**src/rtl/playbus_pkg.sv**
```systemverilog
// Shared types and phase decode for the PlayBus strobe arbiter.
package playbus_pkg;

    typedef enum logic [2:0] {
        NOP     = 3'd0,
        ROM_RD  = 3'd1,
        RAM_RD  = 3'd2,
        RAM_WR  = 3'd3,
        SW_RD   = 3'd4,
        LED_WR  = 3'd5,
        ROM_LED = 3'd6,
        SW_RAM  = 3'd7
    } func_t;

    typedef enum logic [1:0] {
        IDLE = 2'd0,
        PH1  = 2'd1,
        PH2  = 2'd2,
        TURN = 2'd3
    } state_t;

    typedef struct packed {
        logic romo;
        logic ramo;
        logic ramw;
        logic swben;
        logic ledltch;
    } strobes_t;

    function automatic logic two_phase(input func_t f);
        return f inside {RAM_WR, SW_RD, LED_WR, ROM_LED, SW_RAM};
    endfunction

    // Strobes driven during one phase of a function; ph2 selects the second phase.
    function automatic strobes_t phase_strobes(input func_t f, input logic ph2);
        strobes_t s;
        s = '0;
        case (f)
            ROM_RD:  s.romo = 1'b1;
            RAM_RD:  s.ramo = 1'b1;
            RAM_WR:  s.ramw = ph2;
            SW_RD:   s.swben = 1'b1;
            LED_WR:  s.ledltch = ph2;
            ROM_LED: begin
                s.romo    = 1'b1;
                s.ledltch = ph2;
            end
            SW_RAM: begin
                s.swben = 1'b1;
                s.ramw  = ph2;
            end
            default: s = '0;
        endcase
        return s;
    endfunction

endpackage

```
**src/rtl/playbus_arbiter_rr_picker.sv**
```systemverilog
// Combinational round-robin pick: first requester at or after ptr, wrapping.
module rr_picker #(
    parameter int unsigned NREQ = 2,
    parameter int unsigned IDXW = 1
) (
    input  logic [NREQ-1:0] req,
    input  logic [IDXW-1:0] ptr,
    output logic            valid,
    output logic [IDXW-1:0] idx
);

    logic [NREQ-1:0] upper;

    always_comb begin
        upper = '0;
        for (int i = 0; i < int'(NREQ); i++) begin
            upper[i] = req[i] && (i >= int'(ptr));
        end
    end

    // Lowest set bit at/above ptr wins; otherwise wrap to the lowest set bit overall.
    always_comb begin
        valid = |req;
        idx   = '0;
        for (int i = int'(NREQ) - 1; i >= 0; i--) begin
            if (req[i]) idx = IDXW'(i);
        end
        if (|upper) begin
            for (int i = int'(NREQ) - 1; i >= 0; i--) begin
                if (upper[i]) idx = IDXW'(i);
            end
        end
    end

endmodule

```
**src/rtl/playbus_arbiter.sv**
```systemverilog
// Round-robin sharer of the PlayBus control strobes between NREQ requesters.
// Optional bus locking for back-to-back transactions is built when PLAYBUS_LOCK_EN is defined.
module playbus_arbiter
    import playbus_pkg::*;
#(
    parameter int unsigned NREQ       = 2,
    parameter int unsigned TURNAROUND = 1
) (
    input  logic              clk,
    input  logic              reset,
    input  logic [NREQ-1:0]   req,
    input  logic [NREQ*3-1:0] func,
    output logic [NREQ-1:0]   gnt,
    output logic [NREQ-1:0]   done,
    output logic              ROMO,
    output logic              RAMO,
    output logic              RAMW,
    output logic              SWBEN,
    output logic              LEDLTCH,
    output logic              busy
`ifdef PLAYBUS_LOCK_EN
    ,
    input  logic [NREQ-1:0]   lock
`endif
);

    localparam int unsigned IDXW = (NREQ > 2) ? 2 : 1;

    state_t          state;
    logic [IDXW-1:0] ptr;
    logic [IDXW-1:0] cur;
    func_t           cur_func;
    logic [1:0]      turn_cnt;
    strobes_t        strb;

    logic            pick_valid;
    logic [IDXW-1:0] pick_idx;
    logic [IDXW-1:0] next_ptr;
    func_t           pick_func;
    func_t           own_func;
    logic            last_phase;
    logic            lock_hit;

    rr_picker #(
        .NREQ (NREQ),
        .IDXW (IDXW)
    ) u_picker (
        .req   (req),
        .ptr   (ptr),
        .valid (pick_valid),
        .idx   (pick_idx)
    );

    function automatic logic [NREQ-1:0] onehot(input logic [IDXW-1:0] i);
        logic [NREQ-1:0] v;
        v    = '0;
        v[i] = 1'b1;
        return v;
    endfunction

    always_comb begin
        pick_func = NOP;
        own_func  = NOP;
        for (int i = 0; i < int'(NREQ); i++) begin
            if (IDXW'(i) == pick_idx) pick_func = func_t'(func[3*i +: 3]);
            if (IDXW'(i) == cur)      own_func  = func_t'(func[3*i +: 3]);
        end
    end

    assign next_ptr   = (pick_idx == IDXW'(NREQ - 1)) ? '0 : pick_idx + IDXW'(1);
    assign last_phase = (state == PH2) || ((state == PH1) && !two_phase(cur_func));

`ifdef PLAYBUS_LOCK_EN
    assign lock_hit = lock[cur] && req[cur];
`else
    assign lock_hit = 1'b0;
`endif

    always_ff @(posedge clk) begin
        if (reset) begin
            state    <= IDLE;
            ptr      <= '0;
            cur      <= '0;
            cur_func <= NOP;
            turn_cnt <= '0;
            gnt      <= '0;
            done     <= '0;
            strb     <= '0;
        end else begin
            case (state)
                IDLE: begin
                    if (pick_valid) begin
                        state    <= PH1;
                        cur      <= pick_idx;
                        cur_func <= pick_func;
                        ptr      <= next_ptr;
                        gnt      <= onehot(pick_idx);
                        strb     <= phase_strobes(pick_func, 1'b0);
                        done     <= two_phase(pick_func) ? '0 : onehot(pick_idx);
                    end
                end
                PH1, PH2: begin
                    if (!last_phase) begin
                        state <= PH2;
                        strb  <= phase_strobes(cur_func, 1'b1);
                        done  <= onehot(cur);
                    end else if (lock_hit) begin
                        // Locked owner keeps the bus: new function starts at once, pointer held.
                        state    <= PH1;
                        cur_func <= own_func;
                        strb     <= phase_strobes(own_func, 1'b0);
                        done     <= two_phase(own_func) ? '0 : onehot(cur);
                    end else begin
                        gnt  <= '0;
                        done <= '0;
                        strb <= '0;
                        if (TURNAROUND > 0) begin
                            state    <= TURN;
                            turn_cnt <= 2'(TURNAROUND - 1);
                        end else begin
                            state <= IDLE;
                        end
                    end
                end
                TURN: begin
                    if (turn_cnt == 2'd0) begin
                        state <= IDLE;
                    end else begin
                        turn_cnt <= turn_cnt - 2'd1;
                    end
                end
                default: state <= IDLE;
            endcase
        end
    end

    assign busy    = (state != IDLE);
    assign ROMO    = strb.romo;
    assign RAMO    = strb.ramo;
    assign RAMW    = strb.ramw;
    assign SWBEN   = strb.swben;
    assign LEDLTCH = strb.ledltch;

    assert property (@(posedge clk) disable iff (reset) $onehot0(gnt));
    assert property (@(posedge clk) disable iff (reset) $onehot0({ROMO, RAMO, SWBEN}));
    assert property (@(posedge clk) disable iff (reset) ((done & ~gnt) == '0));

endmodule

```
**config.mk**
```make
export PLATFORM = sky130hd
export DESIGN_NAME = playbus_arbiter
export DESIGN_NICKNAME = d
export VERILOG_FILES = /design/src/rtl/playbus_pkg.sv /design/src/rtl/playbus_arbiter_rr_picker.sv /design/src/rtl/playbus_arbiter.sv
export SDC_FILE = /design/constraint.sdc
export NUM_CORES = 1
export LEC_CHECK = 0
export BUFFER_PORTS_ARGS = -buffer_cell sky130_fd_sc_hd__buf_2
export CAP_MARGIN = 15
export CORE_MARGIN = 2
export CORE_UTILIZATION = 45
export DETAILED_ROUTE_END_ITERATION = 10
export PLACE_DENSITY = 0.67
export SLEW_MARGIN = 40
export SYNTH_ARGS = -nofsm -noshare
export SYNTH_HDL_FRONTEND = slang
export SYNTH_SLANG_ARGS = --single-unit
```
**constraint.sdc**
```tcl
create_clock -name clk -period 5.7 [get_ports clk]
set_clock_uncertainty 0.1 [all_clocks]
set_input_delay 0.285 -clock clk [delete_from_list [all_inputs] [get_ports clk]]
set_output_delay 0.285 -clock clk [all_outputs]
set_load 0.01 [all_outputs]
```
* Word level (Yosys, flattened, before mapping)
Cells that the tools add are included.
Word-level totals: flip-flop bits (word level) 18, output and inout port bits 10, word-level logic and storage cells 102
Operators by class: $add $sub $neg 2, magnitude comparators 5, equality and inequality tests 21, muxes and demuxes 35, reductions and logical operators 27
Operators by type and width (count):
- equality test 3 bit (second input constant) | 8
- OR reduction 2 bit | 9
- 2-to-1 mux 1 bit | 17
- 2-to-1 mux 2 bit | 8
- equality test 3 x 2 -> 1 bit (second input constant) | 4
- case mux 2 bit (2 select lines) | 3
- 2-to-1 mux 5 bit | 2
- case mux 5 bit (2 select lines) | 1
- nonzero test 5 bit | 2
- != test 2 bit (second input constant) | 4
- equality test 3 x 1 -> 1 bit (second input constant) | 2
- case mux 2 bit (3 select lines) | 1
- AND reduction 2 bit | 3
- AND reduction 3 bit | 2
- nonzero test 2 bit | 3
- equality test 2 bit (second input constant) | 2
- logical AND 1 bit | 4
- logical NOT 2 bit | 2
- less-than comparator 1 x 2 -> 1 bit (second input constant) | 2
- 2-to-1 mux 3 bit | 1
- demux 1 bit (select 1 bit) | 2
- equality test 2 x 1 -> 1 bit (second input constant) | 1
- greater-or-equal comparator 1 bit (second input constant) | 2
- subtractor 2 x 1 -> 2 bit (second input constant) | 1
- other kinds (4) | 4

* Logic depth before layout (Yosys ltp)
Gate-level depths: netlist of the first run.
depth after elaboration 12, depth in mapped cells 7, mapped depth without buffers 6

* Modules after synthesis
Synthesis of the first run repeated with hierarchy kept, for this count alone.
Second synthesis, totals: cell total of the unflattened synthesis 120, area total of the unflattened synthesis 1002.2 um^2
By module, submodules not included:
- playbus_arbiter | instances 1, cells an instance 117, area an instance 984.7 um^2, sequential area each 360.3 um^2
- rr_picker | instances 1, cells an instance 3, area an instance 17.5 um^2, sequential area each 0.0 um^2

* Worst setup path before layout of the first run
OpenSTA, ideal clock, no wires.
path kind register -> register, start register state[0], end register strb, in the netlist ROMO, setup time 0.091 ns, arrival 1.647 ns, slack 3.862 ns, stages on the path, launching flop included 7, cells stage by stage dfxtp_1 > inv_1 > ha_1 > or4b_1 > a21oi_1 > a211oi_1 > a311oi_1
Between the ends: cells in the longest elaborated chain, start to end 5
Ends and longest elaborated chain:
- start, declared | RTL line playbus_arbiter.sv:29 | state_t state;
- start signal, assigned | RTL line playbus_arbiter.sv:81 | state <= IDLE;
- start signal, assigned | RTL line playbus_arbiter.sv:93 | state <= PH1;
- start signal, assigned | RTL line playbus_arbiter.sv:104 | state <= PH2;
- equality test 2 x 1 -> 1 bit | RTL line playbus_arbiter.sv:71, playbus_arbiter.sv:90
- logical AND 1 bit | RTL line playbus_arbiter.sv:71 | assign last_phase = (state == PH2) || ((state == PH1) && !two_phase(cur_func));
- logical OR 1 bit | RTL line playbus_arbiter.sv:71
- 2-to-1 mux 5 bit | RTL line playbus_arbiter.sv:103 | if (!last_phase) begin
- case mux 5 bit (2 select lines) | RTL line playbus_arbiter.sv:90 | case (state)
- end signal, assigned | RTL line playbus_arbiter.sv:98 | strb <= phase_strobes(pick_func, 1'b0);
- end signal, assigned | RTL line playbus_arbiter.sv:105 | strb <= phase_strobes(cur_func, 1'b1);
- end signal, assigned | RTL line playbus_arbiter.sv:111 | strb <= phase_strobes(own_func, 1'b0);
- end, declared | RTL line playbus_arbiter.sv:34 | strobes_t strb;
Parallel ways exist; a longest one is shown, timed or not. A chain may end at the register's enable or synchronous reset.

* Worst setup path in the final report of the first run
Same ends and word-level chain as after synthesis.

==> metrics.yaml, run 1 <==
wire_per_inst_microns: 13.92
grt_max_degree: 20
period_share_pct: 39.02
multiInputGateArea_sq_um: 666.9
path_cells: "inv_1 > ha_1 > nand2b_1 > a2111oi_0 > a41oi_1 > a311oi_1"
fillCellCount: 250
cts_tree: "yes"
drv.max_cap_violation_count: 0
vias: 1075
cp.required_ns: 5.81
drc: 0
synth_top_family_by_area: "simple AND/OR/NAND/NOR gates"
avgSynthCellArea_sq_um: 7.970
worstHoldStart: "func[5]"
max_slew.worst_pin.slew_ns: 0.5305
die_w_microns: 53.44
yosys-top-cells-area: "dfxtp_1, nor2_1, ha_1, a311oi_1, a21oi_1"
cts_hold_buf: 0
place.port_buffers: 19
grt_overflow: 0
wl_microns: 2534
syn_inst: 138
grt_pass1_wl_microns: 4160
yosys_warnings: 0
worstSkewPairLatency_ns: 0.29
ys_top_cells_by_count: "dfxtp_1, nor2_1, nand2_1"
fmax_ghz: 0.4496
r2r_start: "state[0]"
die-area_sq_mm: 0.002855
cpMaxStageDelayCell: "a2111oi_0"
path_class: "reg -> reg"
synth_top_area_cell: "dfxtp_1"
synth-simple-area-share_pct: 28.21
yosysTopAreaCellShare_pct: 32.76
post_cts_resized: 0
worst-path-max-fanout: 14
synthAdderAreaFrac_pct: 5.688
synthArstFlopShare_pct: 0
slew_violations: 0
cts_buffers: 3
post-dp-hpwl_microns: 1929
reg2regPathDepth: 6
cts-htree-levels: 1
ys_seq_area_share_pct: 32.76
core_sq_mm: 0.002255
finalHoldViolCount: 0
first_iter_violations: 36
clock-sinks: 18
clkTransAtPathRegs_ns: 0.10
layout_min_cycle_time_ns: 2.224
cts-root-buf: "clkbuf_4"
cp-start-kind: "register"
antenna_found_initial: 0
cpPeakStageDelay_ns: 0.52
drt_pre_antenna_iters: 4
io_pins: 20
synth_seq_cells: 18
relSlewSlack_pct: 63.72
critPathArrivalTime_ns: 2.34
cts_buffer_depth: 2
drive_gt1_share_pct: 16.88
synthFlopType: "dfxtp_1"
ant_nets: 0
rsz0062_at_grt: "no"
area_delta_synth_final_pct: 10.69
grt_pass1_vias: 923
worst_slack_ns: 3.476
syn-num-nets: 153
place_ws_ns: 3.555
worstHoldPathCells: 3
setup_viol: 0
min_to: "cur_func[2]"
ys_types: 42
routabilityCongestion: 0.8940
final_nets: 171
ir_drop_v: 0.0003023
via_per_inst: 5.907
p_leak_nw: 0.4857
synthMuxAreaShare_pct: 0.9101
seq_area_sq_um: 360.3
r2r_setup_slack_ns: 3.48
final.setup.tns_ns: 0
hp-class: "in -> reg"
initial_core_util_pct: 48.78
synth_edf_count: 0
syn-cell-area_sq_mm: 0.001100
die_h_microns: 53.44
r2r-end: "ROMO"
antenna_cells: 0
gr-usage-all-layers_pct: 19.76
end_kind: "register"
rows: 17
synthXorXnorAreaFrac_pct: 1.593
synth_compound_area_share_pct: 24.23
powerDensity_mw_per_mm2: 492.2
post_cts_buffers: 0
status: "finished, final reports clean"
-- metal layers --
metal / wire, microns / up-vias / track usage, %
li1: - / 534 / -
met1: 1230 / 496 / 27.05
met2: 1122 / 41 / 30.45
met3: 158 / 4 / 4.520
met4: 22 / 0 / 5.983
met5: 0 / - / 0
-- through the flow --
step | hold WS, ns | instances | power [mW] | util [%] | area (sq um)
2_1_floorplan | 0.3385 | 138 | 0.4590 | - | 1100
3_3_place_gp | 0.3389 | 179 | 0.5209 | 53.00 | 1195
3_5_place_dp | 0.3543 | 179 | 0.5333 | 53.00 | 1195
4_1_cts | 0.1828 | 182 | 0.5990 | 54.00 | 1217
5_1_grt | 0.1971 | 182 | 0.6526 | 54.00 | 1217
6_report | 0.1884 | 182 | 0.5992 | 54.00 | 1217
-- registers in the layout, summed over array words and instances, names as in the netlist --
signal,count
LEDLTCH,1
RAMO,1
RAMW,1
ROMO,1
SWBEN,1
cur,1
cur_func,3
done,2
gnt,2
ptr,1
state,2
turn_cnt,2
-- worst max-delay path by stage --
stage,start,endpoint,slack (ns),cells after the start
final,state[0],ROMO,3.48,6
after global routing,state[0],SWBEN,3.35,6
after CTS,state[0],ROMO,3.54,6
after detailed placement,state[0],ROMO,3.55,6
after global placement,state[0],ROMO,3.66,6
after floorplan,state[0],ROMO,3.86,6
-- cell families after synthesis --
group,count (synthesis)
xor+xnor,2
compound gates,37
mux,1
fa+ha+maj,5
simple gates,59
flops,18
buf+inv,16
-- critical path: cells and delay by family, from the launching register on --
kind | cells | cell delay [ns]
flops | 1 | 0.40
compound gates | 3 | 0.89
simple gates | 1 | 0.21
fa+ha+maj | 1 | 0.46
buf+inv | 1 | 0.08
-- power breakdown --
group          total [mW]  leakage (nW)  switching (mW)  internal (mW)
clock network      0.0652        0.0138          0.0406         0.0246
registers           0.192         0.148          0.0308          0.161
logic               0.342         0.324           0.212          0.130
total               0.599         0.486           0.283          0.316
-- final cells by class --
| cell class | instances | area share (%) |
|---|---|---|
| well taps | 28 | 2.878 |
| inverters | 10 | 3.083 |
| flip-flops and latches | 18 | 29.60 |
| clock buffers | 3 | 1.850 |
| multi-input cells | 104 | 54.78 |
| repair buffers | 19 | 7.811 |
-- cell usage in the layout (no fill, tap or decap), types with 2 or more instances in the layout --
master,synthesis,layout
buf_2,1,19
nand4_1,2,2
a211oi_1,2,2
xnor2_1,2,2
o21ai_0,3,3
or4b_1,2,2
ha_1,5,5
inv_1,10,10
a31oi_1,4,4
a22oi_1,2,2
a311oi_1,6,6
nand2b_1,7,7
clkbuf_4,0,3
nor3_1,2,2
nand2_1,12,12
o21ai_1,2,2
nor2b_1,2,2
nand3_1,5,5
a21oi_1,9,9
nor2_1,18,18
dfxtp_1,18,18
(Power assumes the default switching activity.)
==> run 2, diff against run 1 <==
- PLACE_DENSITY: 0.67 -> 0.69
- clock period: 5.7 -> 1.9 ns (I/O delays scaled with it)
==> run 2 against run 1 <==
Net effect:
- hold slack lost 0.18 ns
- via count is the same
- count of clock-buffer cells in the layout grew 1
==> metrics.yaml, run 2 (synthesis results as in run 1) <==
cts_tree: "yes"
max_slew.worst_pin.slew_ns: 0.4350  # -0.09542 ns
wire_per_inst_microns: 13.01  # -6.6%
vias: 1075  # unchanged
place_ws_ns: -0.03041  # -3.585 ns
worstSkewPairLatency_ns: 0.29  # about the same
drive_gt1_share_pct: 25.00  # +8.1 points
clkTransAtPathRegs_ns: 0.10  # about the same
path_class: "reg -> reg"
grt_pass1_wl_microns: 4008  # -3.7%
final_common_cell: "buf_2"
final_nets: 180  # +5.3%
setup_viol: 0  # unchanged
end_kind: "register"
ir_drop_v: 0.0009914  # +230%
post_cts_buffers: 0  # unchanged
largest_register_ffs: 3  # unchanged
final_cell_mix: "buf_2, dfxtp_1, nor2_1"
area_delta_synth_final_pct: 21.05
cp.required_ns: 2.01  # -3.80 ns
fmax_ghz: 0.5481  # +22%
die-area_sq_mm: 0.002855  # unchanged
drt_pre_antenna_iters: 4  # unchanged
io_pins: 20  # unchanged
gr-usage-all-layers_pct: 19.17  # -0.60 points
cp-start-kind: "register"
antenna_cells: 0  # unchanged
regMostFlops: "cur_func"
post-dp-hpwl_microns: 1958  # +1.5%
die_h_microns: 53.44  # unchanged
initial_core_util_pct: 48.78  # unchanged
wl_microns: 2498  # -1.4%
layout_min_cycle_time_ns: 1.825  # -0.3993 ns
relSlewSlack_pct: 70.92  # +7.2 points
grt_pass1_vias: 979  # +6.1%
critPathArrivalTime_ns: 1.93  # -0.41 ns
cts_buffers: 3  # unchanged
routabilityCongestion: 0.8888  # -0.58%
cts-htree-levels: 1  # unchanged
first_iter_violations: 20  # -44%
period_share_pct: 96.03  # +57 points
clock-sinks: 18  # unchanged
rows: 17  # unchanged
path_cells: "inv_1 > ha_4 > or4b_1 > a21oi_2 > a211oi_1 > a311oi_1"
cpPeakStageDelay_ns: 0.53  # about the same
ant_nets: 0  # unchanged
die_w_microns: 53.44  # unchanged
worst-path-max-fanout: 4  # -10
slew_violations: 0  # unchanged
worst_slack_ns: 0.07536  # -3.401 ns
finalPower_mw: 2.067  # +250%
cts_buffer_depth: 2  # unchanged
core_sq_mm: 0.002255  # unchanged
via_per_inst: 5.599  # -5.2%
grt_overflow: 0  # unchanged
drv.max_cap_violation_count: 0  # unchanged
fillCellCount: 233  # -6.8%
cpMaxStageDelayCell: "or4b_1"
p_leak_nw: 0.5388  # +11%
status: "finished, final reports clean"
drc: 0  # unchanged
finalHoldViolCount: 0  # unchanged
hp-class: "in -> reg"
place.port_buffers: 19  # unchanged
antenna_found_initial: 0  # unchanged
powerDensity_mw_per_mm2: 1553  # +220%
cts-root-buf: "clkbuf_4"
grt_max_degree: 20  # unchanged
holdWs_ns: 0.008546  # -0.1799 ns
run 2: layout make-up:
type                            count  area, sq um  area share [%]
Tap cell                           28        35.03           2.632
Sequential cell                    18        361.6           27.16
Timing Repair Buffer               28        165.2           12.41
Inverter                           10        37.54           2.820
Clock buffer                        4        36.28           2.726
Multi-Input combinational cell    104        695.7           52.26
run 2: power breakdown:
group | switching, mW | internal [mW]
sequential | 0.0828 | 0.486
combinational | 0.695 | 0.569
clock | 0.116 | 0.117
total | 0.895 | 1.17
run 2: worst paths after layout:
kind              depth (start not counted)  startpoint     endpoint  slack (ns)
setup reg to reg                          6    state[0]         ROMO        0.08
hold / removal                            3     func[4]  cur_func[1]       0.009
hold reg to reg                           2        RAMW         RAMW        0.36
setup / recovery                          6    state[0]         ROMO        0.08
run 2: per-layer routing:
layer,share of wire (%),vias up,global-route usage [%]
met4,0.24,0,2.564
met2,48,30,33.54
met3,5.6,2,5.932
met5,0,-,0
met1,46,492,23.25
li1,-,551,-
run 2: stage by stage:
stage	utilization [%]	cells	instance area [sq um]	TNS, ns
finish	59.05	192	1331	0
global route	59.05	192	1331	-0.01054
CTS	58.32	192	1315	0
detailed placement	55.66	187	1255	-0.03041
global placement	55.66	187	1255	0
floorplan	-	138	1100	0
run 2: critical path, delay by kind of cell (launching register included):
kind,cells,cell delay (ns)
adders and majority gates,1,0.23
and+or+nand+nor,1,0.53
DFF,1,0.33
AOI/OAI and AO/OA,3,0.43
buffers and inverters,1,0.11
run 2: repair_timing:
item / in CTS / in global routing
cloned: 0 / 0
endpoints found under the hold margin: 1 / 0
pin swaps: 1 / 1
gates resized for setup: 2 / 5
endpoints found under the setup margin: 1 / 6
hold buffers: 1 / 0
==> run 3, diff against run 2 <==
- CAP_MARGIN: 15 -> not set
- CORE_UTILIZATION: 45 -> 25
- PLACE_DENSITY: 0.69 -> not set
==> run 3 against run 2 <==
Net effect:
- count of clock-buffer cells in the layout shrank 1
- sequential share of layout area shrank 0.98 points
- cell area grew 3.4%
- largest power group unchanged
- flip-flop and latch count is the same
- routed wire length grew 8.5%
- first-iteration DRC count grew to 3.4 times the previous value
- cell count grew 13%
- highest routed layer unchanged
- maximum frequency grew 0.31%
- via count shrank 1.6%
==> metrics.yaml, run 3 (synthesis results as in run 1) <==
cts_hold_buf: 0  # -1
min_to: "cur_func[0]"
largest_register_ffs: 3  # unchanged
place.port_buffers: 19  # unchanged
wl_microns: 2710  # +8.5%
die-area_sq_mm: 0.004946  # +73%
slew_violations: 0  # unchanged
p_leak_nw: 0.5509  # +2.2%
initial_core_util_pct: 25.61  # -23 points
max_slew.worst_pin.slew_ns: 0.3905  # -0.04453 ns
relSlewSlack_pct: 73.87  # +2.9 points
drt_pre_antenna_iters: 4  # unchanged
cts_buffer_depth: 2  # unchanged
via_per_inst: 4.876  # -13%
path_depth: 6  # unchanged
grt_pass1_vias: 1101  # +12%
antenna_found_initial: 0  # unchanged
holdWs_ns: 0.04263  # +0.03409 ns
wire_per_inst_microns: 12.49  # -4.0%
grt_max_degree: 20  # unchanged
post-dp-hpwl_microns: 2130  # +8.8%
r2r_setup_slack_ns: 0.08  # about the same
fin_cells: 217  # +13%
grt.met3_usage_pct: 1.732  # -4.2 points
status: "finished, final reports clean"
crit_family: "simple AND/OR/NAND/NOR gates"
core_sq_mm: 0.004294  # +90%
io_pins: 20  # unchanged
grtUsageMet2_pct: 18.87  # -15 points
cp-start-kind: "register"
cts_tree: "yes"
use_met1_pct: 17.02  # -6.2 points
r2r_start: "state[0]"
rsz0062_at_grt: "no"
drv.max_cap_violation_count: 0  # unchanged
worst-path-max-fanout: 6  # +2
worstHoldPathCells: 3  # unchanged
finalHoldViolCount: 0  # unchanged
drc: 0  # unchanged
period_share_pct: 95.74  # -0.29 points
cp.required_ns: 1.96  # -0.05 ns
grt_pass1_wl_microns: 4954  # +24%
busiest_layer: "met2"
cpPeakStageDelay_ns: 0.54  # about the same
critPathArrivalTime_ns: 1.88  # -0.05 ns
finalPower_mw: 2.170  # +4.9%
cts-root-buf: "clkbuf_8"
ir_drop_v: 0.0005127  # -48%
setup_viol: 0  # unchanged
final_cell_mix: "buf_2, dfxtp_1, nor2_1"
rows: 24  # +7
vias: 1058  # -1.6%
worstHoldStart: "func[3]"
cpMaxStageDelayCell: "or4b_4"
die_h_microns: 70.33  # +32%
powerDensity_mw_per_mm2: 1576  # +1.5%
routabilityCongestion: 0.8574  # -3.5%
ant_nets: 0  # unchanged
dp_cells: 214  # +14%
end_kind: "register"
drive_gt1_share_pct: 24.85  # -0.15 points
area_delta_synth_final_pct: 25.14
hp-class: "in -> reg"
fmax_ghz: 0.5497  # +0.31%
clock-sinks: 18  # unchanged
r2r-end: "ROMO"
reg2regPathDepth: 6  # unchanged
antenna_cells: 0  # unchanged
final_nets: 182  # +1.1%
cts_buffers: 3  # unchanged
regMostFlops: "cur_func"
worstSkewPairLatency_ns: 0.26  # -0.03 ns
layout_min_cycle_time_ns: 1.819  # -0.005551 ns
clkTransAtPathRegs_ns: 0.07  # -0.03 ns
path_class: "reg -> reg"
path_cells: "inv_1 > ha_4 > or4b_4 > a21oi_2 > a211oi_1 > a311oi_1"
post-route-util_pct: 32.05  # -27 points
first_iter_violations: 68  # +240%
grt_overflow: 0  # unchanged
gr-usage-all-layers_pct: 12.23  # -6.9 points
die_w_microns: 70.33  # +32%
path_buf_inv: 1  # unchanged
cts-htree-levels: 1  # unchanged
final_common_cell: "buf_2"
==> run 3: metal layers <==
| metal | part of all wire, % | vias up | wire length (microns) |
|---|---|---|---|
| met5 | 0 | - | 0 |
| li1 | - | 556 | - |
| met3 | 3.6 | 5 | 98 |
| met2 | 42 | 21 | 1145 |
| met4 | 1.8 | 0 | 48 |
| met1 | 52 | 476 | 1419 |
==> run 3: worst max path at each step <==
stage                  start   end  slack, ns
detailed placement  state[0]  ROMO      -0.04
floorplan           state[0]  ROMO       0.06
global route        state[0]  ROMO      0.005
finish              state[0]  ROMO       0.08
global placement    state[0]  ROMO      0.003
CTS                 state[0]  ROMO       0.05
==> run 3: cell type report <==
class,count,area [sq um]
Multi-Input combinational cell,104,694.4
Timing Repair Buffer,30,177.7
Tap cell,52,65.06
Fill cell,456,2918
Sequential cell,18,360.3
Clock buffer,3,41.29
Inverter,10,37.54
==> run 3: worst register-to-register path: stages, from the launching register on <==
cell and delay, ns:
dfxtp_1 0.33, inv_1 0.08, ha_4 0.27, or4b_4 0.54, a21oi_2 0.11, a211oi_1 0.06, a311oi_1 0.24
==> run 3: power breakdown <==
| part | total (mW) | internal, mW | switching (mW) | leakage [nW] |
|---|---|---|---|---|
| combinational | 1.34 | 0.630 | 0.711 | 0.382 |
| clock | 0.271 | 0.141 | 0.130 | 0.0216 |
| sequential | 0.557 | 0.485 | 0.0719 | 0.148 |
==> run 3: per-stage QoR <==
stage / setup WS, ns / TNS [ns] / cell area [sq um]
global route: 0.004963 / 0 / 1376
detailed placement: -0.04232 / -0.04232 / 1308
global placement: 0.003057 / 0 / 1308
CTS: 0.05050 / 0 / 1361
finish: 0.08091 / 0 / 1376
floorplan: 0.06239 / 0 / 1100
==> run 3: timing repair <==
action,4_1_cts,5_1_grt
resized for setup,1,4
setup endpoints to repair,1,3
pin swaps,0,1
setup buffers,0,0
